## config.mk

```make
export PLATFORM = sky130hd
export DESIGN_NAME = pmem_arbiter_flat
export DESIGN_NICKNAME = d
export VERILOG_FILES = /design/src/rtl/pmem_arbiter_if.sv /design/src/rtl/pmem_arbiter.sv /design/src/flat_wrapper.sv
export SDC_FILE = /design/constraint.sdc
export NUM_CORES = 1
export LEC_CHECK = 0
export CAP_MARGIN = 20
export CORE_AREA = 3 3 532 534
export CTS_BUF_LIST = sky130_fd_sc_hd__clkbuf_8
export CTS_CLUSTER_SIZE = 14
export DETAILED_ROUTE_END_ITERATION = 12
export DIE_AREA = 0 0 535 537
export MAX_ROUTING_LAYER = met4
export PLACE_DENSITY_LB_ADDON = 0.05
export SYNTH_ARGS = -nofsm -noshare
export SYNTH_HDL_FRONTEND = slang
export SYNTH_SLANG_ARGS = --single-unit
```

## constraint.sdc

```tcl
create_clock -name clk -period 5.73 [get_ports clk]
set_clock_uncertainty 0.2 [all_clocks]
set_input_delay 1.146 -clock clk [delete_from_list [all_inputs] [get_ports clk]]
set_output_delay 1.146 -clock clk [all_outputs]
set_load 0.01 [all_outputs]
```

## src/rtl/pmem_arbiter_if.sv

```systemverilog
// Bundle of the icache, dcache and cacheline-adaptor pmem signals seen by the arbiter.
// The slave modport is the arbiter's view. The master modport is the view of whatever
// drives both caches and the adaptor, such as a testbench.
interface pmem_arbiter_if #(
  parameter int s_line = 256,
  parameter int s_addr = 32
);
  logic              i_pmem_read;
  logic [s_addr-1:0] i_pmem_address;
  logic [s_line-1:0] i_pmem_rdata;
  logic              i_pmem_resp;

  logic              d_pmem_read;
  logic              d_pmem_write;
  logic [s_addr-1:0] d_pmem_address;
  logic [s_line-1:0] d_pmem_wdata;
  logic [s_line-1:0] d_pmem_rdata;
  logic              d_pmem_resp;

  logic              mem_read;
  logic              mem_write;
  logic [s_addr-1:0] mem_address;
  logic [s_line-1:0] mem_wdata;
  logic [s_line-1:0] mem_rdata;
  logic              mem_resp;

  modport slave (
    input  i_pmem_read, i_pmem_address, d_pmem_read, d_pmem_write,
           d_pmem_address, d_pmem_wdata, mem_rdata, mem_resp,
    output i_pmem_rdata, i_pmem_resp, d_pmem_rdata, d_pmem_resp,
           mem_read, mem_write, mem_address, mem_wdata
  );

  modport master (
    output i_pmem_read, i_pmem_address, d_pmem_read, d_pmem_write,
           d_pmem_address, d_pmem_wdata, mem_rdata, mem_resp,
    input  i_pmem_rdata, i_pmem_resp, d_pmem_rdata, d_pmem_resp,
           mem_read, mem_write, mem_address, mem_wdata
  );
endinterface

```

## src/rtl/pmem_arbiter.sv

```systemverilog
// Shares one cacheline-adaptor port between the icache and dcache miss paths.
// One line transaction is in flight at a time. Ties are resolved round-robin.
// A dcache writeback chains straight into its refill read, so an icache fetch
// can never split a dirty-miss sequence.
module pmem_arbiter #(
  parameter int s_line = 256,
  parameter int s_addr = 32
) (
  input logic          clk,
  input logic          rst,
  pmem_arbiter_if.slave bus
);

  localparam logic [1:0] IDLE    = 2'd0;
  localparam logic [1:0] I_READ  = 2'd1;
  localparam logic [1:0] D_READ  = 2'd2;
  localparam logic [1:0] D_WRITE = 2'd3;

  localparam logic GRANT_I = 1'b0;
  localparam logic GRANT_D = 1'b1;

  localparam logic [s_addr-1:0] zero_addr = '0;
  localparam logic [s_line-1:0] zero_line = '0;

  logic [1:0] state;
  logic [1:0] state_next;
  logic       last_grant;
  logic       last_grant_next;
  logic       i_req;
  logic       d_req;

  assign i_req = bus.i_pmem_read;
  assign d_req = bus.d_pmem_read | bus.d_pmem_write;

  // State and round-robin memory. Reset leaves last_grant at D, so the first tie goes to the icache.
  always_ff @(posedge clk or posedge rst) begin
    if (rst) begin
      state      <= IDLE;
      last_grant <= GRANT_D;
    end else begin
      state      <= state_next;
      last_grant <= last_grant_next;
    end
  end

  // Next-state logic. A writeback whose refill is already waiting chains into D_READ, skipping IDLE.
  always_comb begin
    state_next      = state;
    last_grant_next = last_grant;
    case (state)
      IDLE: begin
        if (i_req && (!d_req || last_grant == GRANT_D)) begin
          state_next = I_READ;
        end else if (d_req) begin
          state_next = bus.d_pmem_write ? D_WRITE : D_READ;
        end
      end
      I_READ: begin
        if (bus.mem_resp) begin
          state_next      = IDLE;
          last_grant_next = GRANT_I;
        end
      end
      D_READ: begin
        if (bus.mem_resp) begin
          state_next      = IDLE;
          last_grant_next = GRANT_D;
        end
      end
      D_WRITE: begin
        if (bus.mem_resp) begin
          state_next      = bus.d_pmem_read ? D_READ : IDLE;
          last_grant_next = GRANT_D;
        end
      end
      default: state_next = IDLE;
    endcase
  end

  // Adaptor command and cache responses, decoded from state and the current inputs. Address and data are muxed, never latched.
  always_comb begin
    bus.mem_read    = 1'b0;
    bus.mem_write   = 1'b0;
    bus.mem_address = zero_addr;
    bus.mem_wdata   = zero_line;
    bus.i_pmem_resp = 1'b0;
    bus.d_pmem_resp = 1'b0;
    case (state)
      I_READ: begin
        bus.mem_read    = 1'b1;
        bus.mem_address = bus.i_pmem_address;
        bus.i_pmem_resp = bus.mem_resp;
      end
      D_READ: begin
        bus.mem_read    = 1'b1;
        bus.mem_address = bus.d_pmem_address;
        bus.d_pmem_resp = bus.mem_resp;
      end
      D_WRITE: begin
        bus.mem_write   = 1'b1;
        bus.mem_address = bus.d_pmem_address;
        bus.mem_wdata   = bus.d_pmem_wdata;
        bus.d_pmem_resp = bus.mem_resp;
      end
      default: ;
    endcase
  end

  // Both caches see the adaptor line at all times. Only their own resp strobe qualifies it.
  always_comb begin
    bus.i_pmem_rdata = bus.mem_rdata;
    bus.d_pmem_rdata = bus.mem_rdata;
  end

endmodule

```

## src/flat_wrapper.sv

```systemverilog
// flat-port wrapper written by rule: the top's interface ports become plain ports
module pmem_arbiter_flat 
#(
  parameter int s_line = 256,
  parameter int s_addr = 32
)
  (clk, rst, bus_i_pmem_read, bus_i_pmem_address, bus_d_pmem_read, bus_d_pmem_write, bus_d_pmem_address, bus_d_pmem_wdata, bus_mem_rdata, bus_mem_resp, bus_i_pmem_rdata, bus_i_pmem_resp, bus_d_pmem_rdata, bus_d_pmem_resp, bus_mem_read, bus_mem_write, bus_mem_address, bus_mem_wdata);
  pmem_arbiter_if #(.s_line(s_line), .s_addr(s_addr)) bus_i ();
  input logic clk;
  input logic rst;
  input wire logic [$bits(bus_i.i_pmem_read)-1:0] bus_i_pmem_read;
  input wire logic [$bits(bus_i.i_pmem_address)-1:0] bus_i_pmem_address;
  input wire logic [$bits(bus_i.d_pmem_read)-1:0] bus_d_pmem_read;
  input wire logic [$bits(bus_i.d_pmem_write)-1:0] bus_d_pmem_write;
  input wire logic [$bits(bus_i.d_pmem_address)-1:0] bus_d_pmem_address;
  input wire logic [$bits(bus_i.d_pmem_wdata)-1:0] bus_d_pmem_wdata;
  input wire logic [$bits(bus_i.mem_rdata)-1:0] bus_mem_rdata;
  input wire logic [$bits(bus_i.mem_resp)-1:0] bus_mem_resp;
  output wire logic [$bits(bus_i.i_pmem_rdata)-1:0] bus_i_pmem_rdata;
  output wire logic [$bits(bus_i.i_pmem_resp)-1:0] bus_i_pmem_resp;
  output wire logic [$bits(bus_i.d_pmem_rdata)-1:0] bus_d_pmem_rdata;
  output wire logic [$bits(bus_i.d_pmem_resp)-1:0] bus_d_pmem_resp;
  output wire logic [$bits(bus_i.mem_read)-1:0] bus_mem_read;
  output wire logic [$bits(bus_i.mem_write)-1:0] bus_mem_write;
  output wire logic [$bits(bus_i.mem_address)-1:0] bus_mem_address;
  output wire logic [$bits(bus_i.mem_wdata)-1:0] bus_mem_wdata;
  assign bus_i.i_pmem_read = bus_i_pmem_read;
  assign bus_i.i_pmem_address = bus_i_pmem_address;
  assign bus_i.d_pmem_read = bus_d_pmem_read;
  assign bus_i.d_pmem_write = bus_d_pmem_write;
  assign bus_i.d_pmem_address = bus_d_pmem_address;
  assign bus_i.d_pmem_wdata = bus_d_pmem_wdata;
  assign bus_i.mem_rdata = bus_mem_rdata;
  assign bus_i.mem_resp = bus_mem_resp;
  assign bus_i_pmem_rdata = bus_i.i_pmem_rdata;
  assign bus_i_pmem_resp = bus_i.i_pmem_resp;
  assign bus_d_pmem_rdata = bus_i.d_pmem_rdata;
  assign bus_d_pmem_resp = bus_i.d_pmem_resp;
  assign bus_mem_read = bus_i.mem_read;
  assign bus_mem_write = bus_i.mem_write;
  assign bus_mem_address = bus_i.mem_address;
  assign bus_mem_wdata = bus_i.mem_wdata;
  pmem_arbiter #(.s_line(s_line), .s_addr(s_addr)) u_core (.clk(clk), .rst(rst), .bus(bus_i));
endmodule
```

After elaboration in Yosys (flattened, before gate mapping). Index checks and enable logic that the tools add are counted.

Bits of input ports: 582. Bits in read-only memories: 0. Memory bits (writable): 0. Memories: 0. Word-level logic and storage cells: 36. Latch bits: 0. Bits in registers: 3. Output and inout port bits: 804.

Bitwise operators: 1. Multipliers: 0. $lt $le $gt $ge: 0. Shifts and indexed selects: 0. Add/sub/neg operators: 0. Divide/modulo/power cells: 0. Muxes and demuxes: 16. Reduce and logical (&&, ||, !) cells: 9. Equality and inequality tests: 8.

Operator list (count): two-way mux 256 bit (1); one-hot mux 32 bit (2 select lines) (1); two-way mux 2 bit (5); two-way mux 1 bit (7); one-hot mux 2 bit (3 select lines) (1); AND reduction 3 bit (2); equality test 2 bit (second input constant) (2); inequality test 2 x 1 -> 1 bit (second input constant) (2); inequality test 2 bit (second input constant) (2); OR reduction 2 bit (2); inequality test 3 x 1 -> 1 bit (second input constant) (1); equality test 2 x 1 -> 1 bit (second input constant) (1); logical NOT 2 bit (1); one-hot mux 1 bit (2 select lines) (1); nonzero test 2 bit (1); logical AND 1 bit (1); logical NOT 1 bit (1); logical OR 1 bit (1); bitwise OR 1 bit (1).

Longest topological paths before layout. Gate-level depths: netlist (run 1).

Depth after elaboration: 6. Mapped depth: 8.

Least setup slack after synthesis (run 1). Ideal clock, no wire load.

Kind: register to output. From: reg u_core.state[1]. To: out bus_mem_address[31]. Path slack: 2.693 ns. Arrival time: 1.691 ns. Stages on the path, launching flop included: 9. Cells stage by stage: dfrtp_1 -> clkbuf_2 -> clkbuf_1 -> inv_1 -> ha_1 -> clkbuf_1 -> clkbuf_1 -> nand2_1 -> a21oi_1.

Longest elaborated chain between the ends: 3. Elaborated cells on any way between the ends: 5.

Ends and longest elaborated chain: start, declared (line pmem_arbiter.sv:25) `logic [1:0] state;`; start signal, assigned (line pmem_arbiter.sv:41) `state <= state_next;`; equality test 2 bit (line pmem_arbiter.sv:88) `case (state)`; OR reduction 2 bit (no line); one-hot mux 32 bit (2 select lines) (*) (line pmem_arbiter.sv:88); end, declared (line flat_wrapper.sv:25) `output wire logic [$bits(bus_i.mem_address)-1:0] bus_mem_address;`.

Every way passes the cells marked *; elsewhere a longest branch is shown, timed or not.

Final worst setup path (run 1).
From: in bus_d_pmem_address[25]. To: out bus_mem_address[25].

Longest elaborated chain between the ends: 1.

Ends and longest elaborated chain: start, declared (line flat_wrapper.sv:15) `input wire logic [$bits(bus_i.d_pmem_address)-1:0] bus_d_pmem_address;`; one-hot mux 32 bit (2 select lines) (line pmem_arbiter.sv:88).

No other way between the ends.

==> results of run 1 <==
## worst reg2reg max path, cell delays in order, from the launching register on
cell     delay, ps
dfrtp_1        420
inv_1          150
ha_2           710
or4b_4         570
nand2_2         90
mux2_4         300
## where the power goes
group | internal, mW | switching [mW]
registers | 0.0343 | 0.00894
logic | 1.09 | 1.66
clock network | 0.0458 | 0.0159
## metal layers
metal | global-route usage [%] | up-vias
met3 | 8.96 | 264
li1 | - | 2414
met2 | 10.5 | 871
met4 | 1.05 | 0
met1 | 7.67 | 2745
met5 | - | -
## logic make-up after synthesis
kind of cell	count (synthesis)	share of synthesized area [%]
buf+inv	558	64.5
flops	3	1.22
simple gates	294	28.2
fa+ha+maj	4	0.802
compound gates	43	4.99
mux	1	0.240
## area by class of cell
cell class	count	area [µm²]
fillers	33000	266000
repair buffers	623	6270
well taps	3724	4660
multi-input cells	342	2160
flip-flops and latches	3	76.3
diodes	26	65.1
clock buffers	3	41.3
inverters	5	18.8
clock inverters	1	3.75
## placed cells by master, fill, tap and decap left out, types with 2 or more instances in the layout
cell               n
buf_12             4
a21oi_1            7
buf_4              2
a22oi_1           31
diode_2           26
and2_1           257
ha_2               2
clkbuf_8           3
inv_1              6
dfrtp_1            2
clkdlybuf4s50_1  617
nor2_1            33
## state kept, by name (all words and copies together) (netlist names)
name	cells
u_core.state	2
u_core.last_grant	1
## worst min-delay path by stage
stage                                 start                 to  slack [ps]
after floorplan           u_core.last_grant  u_core.last_grant         300
after global placement    u_core.last_grant  u_core.last_grant         370
after detailed placement  u_core.last_grant  u_core.last_grant         350
after CTS                 u_core.last_grant  u_core.last_grant         360
after global routing      u_core.last_grant  u_core.last_grant         390
final                     u_core.last_grant  u_core.last_grant         350
## metrics by stage
step	hold WS [ps]	std cells	power, mW
global placement	372	4697	3.03
detailed placement	352	4697	3.01
global route	386	4703	3.20
finish	349	4727	2.86
floorplan	302	903	1.17
CTS	357	4701	3.09
==> metrics.md, run 1 <==
| Metric | Value |
|---|---|
| Outcome | finished clean |
| Max stage delay cell, worst path | a22oi_1 |
| Commonest cells in the netlist | 512 x buf_4, 257 x and2_1, 34 x clkbuf_1 |
| Worst Setup Slack, final | 1310 ps |
| Core ar. | 0.279 mm² |
| Sequential cell area fraction in the yosys report | 1.22% |
| Skew-Pair Late Insertion Delay | 220 ps |
| Synth warn | 0 |
| Die Y | 537 µm |
| Clock buffer depth | 2 |
| Least-Margin Pin Slew | 779 ps |
| Nets | 1564 |
| CTS tree | yes |
| Finished Cell Area | 0.0133 mm² |
| RSZ-0062 raised after global routing | false |
| R2R setup slack | 3170 ps |
| # rows | 194 |
| Max Clk Rate | 226 MHz |
| Pin count of the biggest net entering global routing | 86 |
| Leak pwr | 3.36 nW |
| Cell family with most CP delay | buffers and inverters |
| P per Cell Area | 215 mW/mm² |
| Most frequent CP cell | clkdlybuf4s50_1 |
| R2R Path End | u_core.state[1] |
| Main synth FF type | dfrtp_1 |
| CP startpoint | bus_d_pmem_address[25] |
| Drt wl/cell | 24.7 µm |
| Synth unique cells | 24 |
| Vias per cell | 1.33 |
| Drc violations | 0 |
| Clk slew on worst S/H paths | 30 ps |
| R2r worst-path depth | 5 |
| Share of cells above drive strength 1 | 1.84% |
| Hold path cells | 2 |
| FF-to-FF Start | u_core.state[0] |
| Final core utilization | 4.77% |
| Die X | 535 µm |
| DR iter-0 viols | 136 |
| Synthesized Nets | 1489 |
| HP Class | reg2reg |
| Met2 wire length | 44900 µm |
| Maximum VDD drop | 101 µV |
| Post-CTS Hold Buffers | 0 |
| Fraction of registers with async set or reset after synthesis | 100% |
| Number of global-route vias before repair | 6972 |
| Antenna violations before repair | 81 |
| #FFs+latches synth | 3 |
| Routed length on met1 | 39700 µm |
| Met3 WL | 29700 µm |
| Mapped Avg Cell Area | 6.91 µm² |
| First-pass GRT wire length | 132000 µm |
| Sum of negative setup slack | 0 ps |
| Number of port buffers | 617 |
| H-Tree Depth | 1 |
| Area contributors post-synth | buf_4 62%, and2_1 26%, a22oi_1 3.7%, clkbuf_1 2.0%, nor2_1 2.0% |
| Gr ovfl total | 0 |
| Routed WL | 117000 µm |
| PostCTS Resize Cnt | 0 |
| Post-route ant nets | 0 |
| Area leader, netlist | buf_4 |
| CTS sink cnt | 3 |
| Crit Path Category | in2out |
| Critical Path AT | 3070 ps |
| Max Fanout on Critical Path | 1 |
| Crit-path cells | clkdlybuf4s50_1 > a22oi_1 > nor2_1 > clkdlybuf4s50_1 |
| Post-synth EDFFs | 0 |
| Max-Cap Viols | 0 |
| CTS Buf Count | 3 |
| Post-synth top area share | 61.6% |
| Post-CTS Setup Repair Bufs | 0 |
| Post-route minimum period | 4420 ps |
| Slowest cell delay on critical path | 610 ps |
| Top sig layer | met4 |
| GRT Total Usage | 7.90% |
| Worst Path Required | 4380 ps |
| DP Worst Slack | 989 ps |
| Die area | 0.287 mm² |
| Initial Utilization | 2.24% |
| Slew HR | 48.1% |
| Fin. max-slew vios | 0 |
| First-pass DRT Iterations | 4 |
| Crit path launch type | input pin |
| Post-synthesis cell area | 0.00624 mm² |
| Num ports | 1386 |
| Hold Fails Final Rpt | 0 |
| CP Capture Point | bus_mem_address[25] |
| Vias | 6294 |
| Worst path buffer plus inverter count | 2 |
| Final period util | 77.1% |
| Instance count on the critical path | 4 |
| Synthesis-to-finish area growth | 113% |
| Post-Syn Instances | 903 |
| Critical path capture point type | output port |
| Final setup violation count | 0 |
| Count leader, synth | buf_4 |
| CTS Root Buffer Type | clkbuf_8 |
| Placed inst area | 0.0132 mm² |
| Final GP Congestion | 0.720 |
| Post-DP HPWL | 111000 µm |
Power figures use the tool's default switching activity.
==> run 2: changes to the inputs <==
CORE_AREA = 3 3 544 546   (was 3 3 532 534)
DIE_AREA = 0 0 547 549   (was 0 0 535 537)
clock period = 4.15 ns   (was 5.73 ns; I/O delays follow)
==> run 2 against run 1 <==
Effect of this change:
- register-to-register slack worse by 1400 ps
- largest power group unchanged
- power up 39%
- non-clock buffer count up 11
- cell count up 4.1%
- via count up 4.2%
- first-iteration DRC count up 49%
- count of clock-buffer cells in the layout unchanged
- setup slack worse by 950 ps
- sequential cell count unchanged
==> metrics.md, run 2 (same netlist as run 1, synthesis figures left out) <==
| Metric | Value |
|---|---|
| Leak pwr | 3.49 nW (was 3.36 nW) |
| CTS tree | yes (unchanged) |
| Post-CTS Setup Repair Bufs | 0 (unchanged) |
| DR iter-0 viols | 203 (was 136) |
| Max FFs per register | 2 (unchanged) |
| PostCTS Resize Cnt | 0 (unchanged) |
| Post-DP HPWL | 120000 µm (was 111000 µm) |
| Post-route minimum period | 3780 ps |
| Slew HR | 39.3% (was 48.1%) |
| HP Class | reg2reg (unchanged) |
| Vias per cell | 1.33 (about the same) |
| Final period util | 91.2% |
| Vias | 6557 (was 6294) |
| Hold Fails Final Rpt | 0 (unchanged) |
| Synthesis-to-finish area growth | 116% (was 113%) |
| Routed WL | 126000 µm (was 117000 µm) |
| Post-route ant nets | 0 (unchanged) |
| RSZ-0062 raised after global routing | false (unchanged) |
| # rows | 198 (was 194) |
| CTS sink cnt | 3 (unchanged) |
| Max-Cap Viols | 0 (unchanged) |
| Number of global-route vias before repair | 7009 (was 6972) |
| CTS Buf Count | 3 (unchanged) |
| Final GP Congestion | 0.737 (was 0.720) |
| DP Worst Slack | 141 ps (was 989 ps) |
| Share of cells above drive strength 1 | 6.98% (was 1.84%) |
| P per Cell Area | 294 mW/mm² (was 215 mW/mm²) |
| Die X | 547 µm (was 535 µm) |
| Most frequent cells in the layout | 578 x clkdlybuf4s50_1, 257 x and2_1, 52 x buf_4 (was 617 x clkdlybuf4s50_1, 257 x and2_1, 33 x nor2_1) |
| Post-CTS Hold Buffers | 0 (unchanged) |
| Maximum VDD drop | 136 µV (was 101 µV) |
| Initial Utilization | 2.14% (was 2.24%) |
| Gr ovfl total | 0 (unchanged) |
| Reg with most FFs | u_core.state (unchanged) |
| Worst Setup Slack, final | 367 ps (was 1310 ps) |
| Critical path capture point type | output port (unchanged) |
| Num ports | 1386 (unchanged) |
| GRT Total Usage | 8.16% (was 7.90%) |
| First-pass DRT Iterations | 4 (unchanged) |
| Commonest non-fill, non-tap cell in the layout | clkdlybuf4s50_1 (unchanged) |
| Drt wl/cell | 25.5 µm (was 24.7 µm) |
| Max Fanout on Critical Path | 1 (unchanged) |
| Tot Pwr | 3.98 mW (was 2.86 mW) |
| H-Tree Depth | 1 (unchanged) |
| Least-Margin Pin Slew | 910 ps (was 779 ps) |
| Critical Path AT | 2750 ps (was 3070 ps) |
| Antenna violations before repair | 126 (was 81) |
| Top flop regs | u_core.state x2, u_core.last_grant x1 (unchanged) |
| WHS | 363 ps (was 349 ps) |
| Crit Path Category | in2out (unchanged) |
| Nets | 1575 (was 1564) |
| Max Clk Rate | 264 MHz |
| Pin count of the biggest net entering global routing | 96 (was 86) |
| Fin. max-slew vios | 0 (unchanged) |
| Clock buffer depth | 2 (unchanged) |
| Crit path launch type | input pin (unchanged) |
| Drc violations | 0 (unchanged) |
| Sum of negative setup slack | 0 ps (unchanged) |
| Number of port buffers | 617 (unchanged) |
| Die Y | 549 µm (was 537 µm) |
| First-pass GRT wire length | 143000 µm (was 132000 µm) |
| Final setup violation count | 0 (unchanged) |
| Outcome | finished clean (unchanged) |
| Die area | 0.300 mm² (was 0.287 mm²) |
| Worst Path Required | 3120 ps (was 4380 ps) |
| Core ar. | 0.291 mm² (was 0.279 mm²) |
| Clk slew on worst S/H paths | 30 ps (about the same) |
| Skew-Pair Late Insertion Delay | 220 ps (about the same) |
| CTS Root Buffer Type | clkbuf_8 (unchanged) |
==> run 2: changes by cell type in the layout (fill, tap and decap cells not counted), sizes merged <==
cell,delta
buf,+50
clkdlybuf4s50,-39
diode,+7
==> run 2: stage by stage <==
| stage | utilization [%] | instances | area [µm²] |
|---|---|---|---|
| after floorplan | - | 903 | 6240 |
| after detailed placement | 4.60 | 4884 | 13400 |
| final | 4.64 | 4921 | 13500 |
| after CTS | 4.61 | 4888 | 13400 |
| after global placement | 4.60 | 4884 | 13400 |
| after global routing | 4.63 | 4901 | 13500 |
==> run 2: cell type report <==
type / count / area [µm²]
fillers: 34500 / 278000
repair buffers: 634 / 6260
well taps: 3900 / 4880
multi-input cells: 342 / 2160
diodes: 33 / 82.6
flip-flops and latches: 3 / 76.3
clock buffers: 3 / 41.3
inverters: 5 / 18.8
clock inverters: 1 / 3.75
==> run 2: power by group <==
part           total [mW]  switching, mW  leakage, nW  internal [mW]
combinational        3.83           2.31         3.43           1.52
sequential         0.0628         0.0154       0.0355         0.0474
clock              0.0829         0.0198       0.0271         0.0630
==> run 2: worst max-delay path, stage by stage <==
cell             delay (ps)
clkdlybuf4s50_1         400
a22oi_1                 640
buf_4                   230
nor2_1                   40
clkdlybuf4s50_1         610
==> run 2: final timing paths <==
kind                                         from                  end  slack [ps]  cells past startpoint
min                             u_core.last_grant    u_core.last_grant         360                      2
max in group asynchronous                     rst    u_core.last_grant        2920                      2
min in group asynchronous                     rst      u_core.state[0]         620                      2
max reg2reg                       u_core.state[0]      u_core.state[1]        1750                      5
max                        bus_d_pmem_address[20]  bus_mem_address[20]         370                      5
min reg2reg                     u_core.last_grant    u_core.last_grant         360                      2
==> run 2: layer usage <==
metal,up-vias,global-route usage (%),wire [µm]
met2,991,11.2,49000
met4,0,0.849,2640
met3,347,8.66,29900
li1,2441,-,-
met1,2778,8.12,44100
met5,-,-,0
==> run 3: changes to the inputs <==
CORE_AREA = 3 3 532 534   (was 3 3 544 546)
DIE_AREA = 0 0 535 537   (was 0 0 547 549)
GPL_ROUTABILITY_DRIVEN = 0   (was default)
clock period = 4.45 ns   (was 4.15 ns; I/O delays follow)
==> run 3 against run 2 <==
Effect of this change:
- sequential cell count unchanged
- combinational power decreased by 5.2%
- cell count decreased by 3.7%
- routed wire length decreased by 6.5%
- count of clock-buffer cells in the layout unchanged
- largest cell class unchanged
- highest routed layer unchanged
==> metrics.md, run 3 (same netlist as run 1, synthesis figures left out) <==
| Metric | Value |
|---|---|
| Critical path capture point type | output port (unchanged) |
| Final cell count without fillers | 4737 (was 4921) |
| Clock buffer depth | 2 (unchanged) |
| Slew HR | 53.1% (was 39.3%) |
| Worst Path Required | 3360 ps (was 3120 ps) |
| Die Y | 537 µm (was 549 µm) |
| R2R Path End | u_core.state[1] (unchanged) |
| CP startpoint | bus_i_pmem_address[24] (was bus_d_pmem_address[20]) |
| Vias per cell | 1.33 (about the same) |
| H-Tree Depth | 1 (unchanged) |
| Commonest non-fill, non-tap cell in the layout | clkdlybuf4s50_1 (unchanged) |
| Nets | 1583 (was 1575) |
| Leak pwr | 3.62 nW (was 3.49 nW) |
| Max FFs per register | 2 (unchanged) |
| CTS Buf Count | 3 (unchanged) |
| Fin. max-slew vios | 0 (unchanged) |
| Synthesis-to-finish area growth | 112% (was 116%) |
| Post-route minimum period | 3680 ps |
| Skew-Pair Late Insertion Delay | 220 ps (about the same) |
| Met3 Use GR | 9.20% (was 8.66%) |
| Placed inst area | 0.0132 mm² (was 0.0134 mm²) |
| Pin count of the biggest net entering global routing | 74 (was 96) |
| DP Cell Count | 4716 (was 4884) |
| P per Cell Area | 284 mW/mm² (was 294 mW/mm²) |
| Max-Cap Viols | 0 (unchanged) |
| Core ar. | 0.279 mm² (was 0.291 mm²) |
| Antenna violations before repair | 80 (was 126) |
| Final setup violation count | 0 (unchanged) |
| Clk slew on worst S/H paths | 30 ps (about the same) |
| CTS sink cnt | 3 (unchanged) |
| Die X | 535 µm (was 547 µm) |
| Drt wl/cell | 24.8 µm (was 25.5 µm) |
| Max Clk Rate | 272 MHz |
| CTS Root Buffer Type | clkbuf_8 (unchanged) |
| CP Capture Point | bus_mem_address[24] (was bus_mem_address[20]) |
| GRT Max-Usage Layer | met2 (unchanged) |
| Routed WL | 117000 µm (was 126000 µm) |
| Vias | 6304 (was 6557) |
| Post-CTS Setup Repair Bufs | 0 (unchanged) |
| R2R setup slack | 1900 ps (was 1750 ps) |
| Gr ovfl total | 0 (unchanged) |
| Instance count on the critical path | 5 (unchanged) |
| Share of cells above drive strength 1 | 11.9% (was 6.98%) |
| Met1 Track Usage GR | 7.61% (was 8.12%) |
| Top flop regs | u_core.state x2, u_core.last_grant x1 (unchanged) |
| FF-to-FF Start | u_core.state[0] (unchanged) |
| Sum of negative setup slack | 0 ps (unchanged) |
| Initial Utilization | 2.24% (was 2.14%) |
| Maximum VDD drop | 153 µV (was 136 µV) |
| First-pass GRT wire length | 133000 µm (was 143000 µm) |
| Number of global-route vias before repair | 6948 (was 7009) |
| Finished Cell Area | 0.0132 mm² (was 0.0135 mm²) |
| Max Fanout on Critical Path | 1 (unchanged) |
| R2r worst-path depth | 6 (was 5) |
| CTS tree | yes (unchanged) |
| Die area | 0.287 mm² (was 0.300 mm²) |
| Post-DP HPWL | 111000 µm (was 120000 µm) |
| Most frequent cells in the layout | 535 x clkdlybuf4s50_1, 257 x and2_1, 100 x buf_4 (was 578 x clkdlybuf4s50_1, 257 x and2_1, 52 x buf_4) |
| Most frequent CP cell | clkdlybuf4s50_1 (unchanged) |
| DP Worst Slack | 602 ps (was 141 ps) |
| Least-Margin Pin Slew | 703 ps (was 910 ps) |
| Slowest cell delay on critical path | 710 ps (was 640 ps) |
| Cell family with most CP delay | buffers and inverters (unchanged) |
| First-pass DRT Iterations | 4 (unchanged) |
| # rows | 194 (was 198) |
| Outcome | finished clean (unchanged) |
| Hold Fails Final Rpt | 0 (unchanged) |
| HP Class | reg2reg (unchanged) |
| RSZ-0062 raised after global routing | false (unchanged) |
| Max stage delay cell, worst path | clkdlybuf4s50_1 (was a22oi_1) |
| Num ports | 1386 (unchanged) |
| DR iter-0 viols | 222 (was 203) |
| Reg with most FFs | u_core.state (unchanged) |
| Post-route ant nets | 0 (unchanged) |
| GRT Total Usage | 7.94% (was 8.16%) |
| Tot Pwr | 3.77 mW (was 3.98 mW) |
| Crit path launch type | input pin (unchanged) |
| Grt met2 use | 10.6% (was 11.2%) |
| PostCTS Resize Cnt | 0 (unchanged) |
| Crit Path Category | in2out (unchanged) |
| Post-CTS Hold Buffers | 0 (unchanged) |
| Drc violations | 0 (unchanged) |
| Critical Path AT | 2590 ps (was 2750 ps) |
| Worst Setup Slack, final | 769 ps (was 367 ps) |
| Final period util | 82.7% |
| Worst path buffer plus inverter count | 3 (unchanged) |
| Crit-path cells | clkdlybuf4s50_1 > a22oi_1 > buf_4 > nor2_1 > clkdlybuf4s50_1 (unchanged) |
| Number of port buffers | 617 (unchanged) |
==> run 3: changes by cell type in the layout (fill, tap and decap cells not counted), sizes merged <==
cell	before	now
diode	33	17
buf	56	107
clkdlybuf4s50	578	535
==> run 3: report_power, final <==
| group | internal [mW] | switching (mW) | total (mW) |
|---|---|---|---|
| clock | 0.0587 | 0.0180 | 0.0767 |
| combinational | 1.44 | 2.19 | 3.63 |
| sequential | 0.0441 | 0.0146 | 0.0587 |
==> run 3: metal layers <==
| metal | vias up | wire, µm |
|---|---|---|
| met3 | 281 | 30200 |
| li1 | 2441 | - |
| met4 | 0 | 2570 |
| met2 | 868 | 45100 |
| met5 | - | 0 |
| met1 | 2714 | 39600 |
==> run 3: layout make-up <==
| class | count | area [µm²] |
|---|---|---|
| well taps | 3724 | 4660 |
| flip-flops and latches | 3 | 76.3 |
| clock buffers | 3 | 41.3 |
| clock inverters | 1 | 3.75 |
| diodes | 17 | 42.5 |
| inverters | 5 | 18.8 |
| multi-input cells | 342 | 2160 |
| fillers | 33100 | 266000 |
| repair buffers | 642 | 6250 |
==> run 3: worst min-delay path: stages (launching register included) <==
cell,delay (ps)
dfstp_2,360
a21oi_1,140
a21oi_1,60
==> run 3: per-stage QoR <==
stage | util, % | hold WS [ps]
global route | 4.74 | 436
global placement | 4.72 | 450
CTS | 4.73 | 398
finish | 4.75 | 377
detailed placement | 4.72 | 390
floorplan | - | 302
==> run 3: worst min-delay path by stage <==
stage | cells after the start | to | start | slack, ps
5_1_grt | 2 | u_core.last_grant | u_core.last_grant | 440
2_1_floorplan | 2 | u_core.last_grant | u_core.last_grant | 300
3_3_place_gp | 2 | u_core.last_grant | u_core.last_grant | 450
3_5_place_dp | 2 | u_core.last_grant | u_core.last_grant | 390
6_report | 2 | u_core.last_grant | u_core.last_grant | 380
4_1_cts | 2 | u_core.last_grant | u_core.last_grant | 400
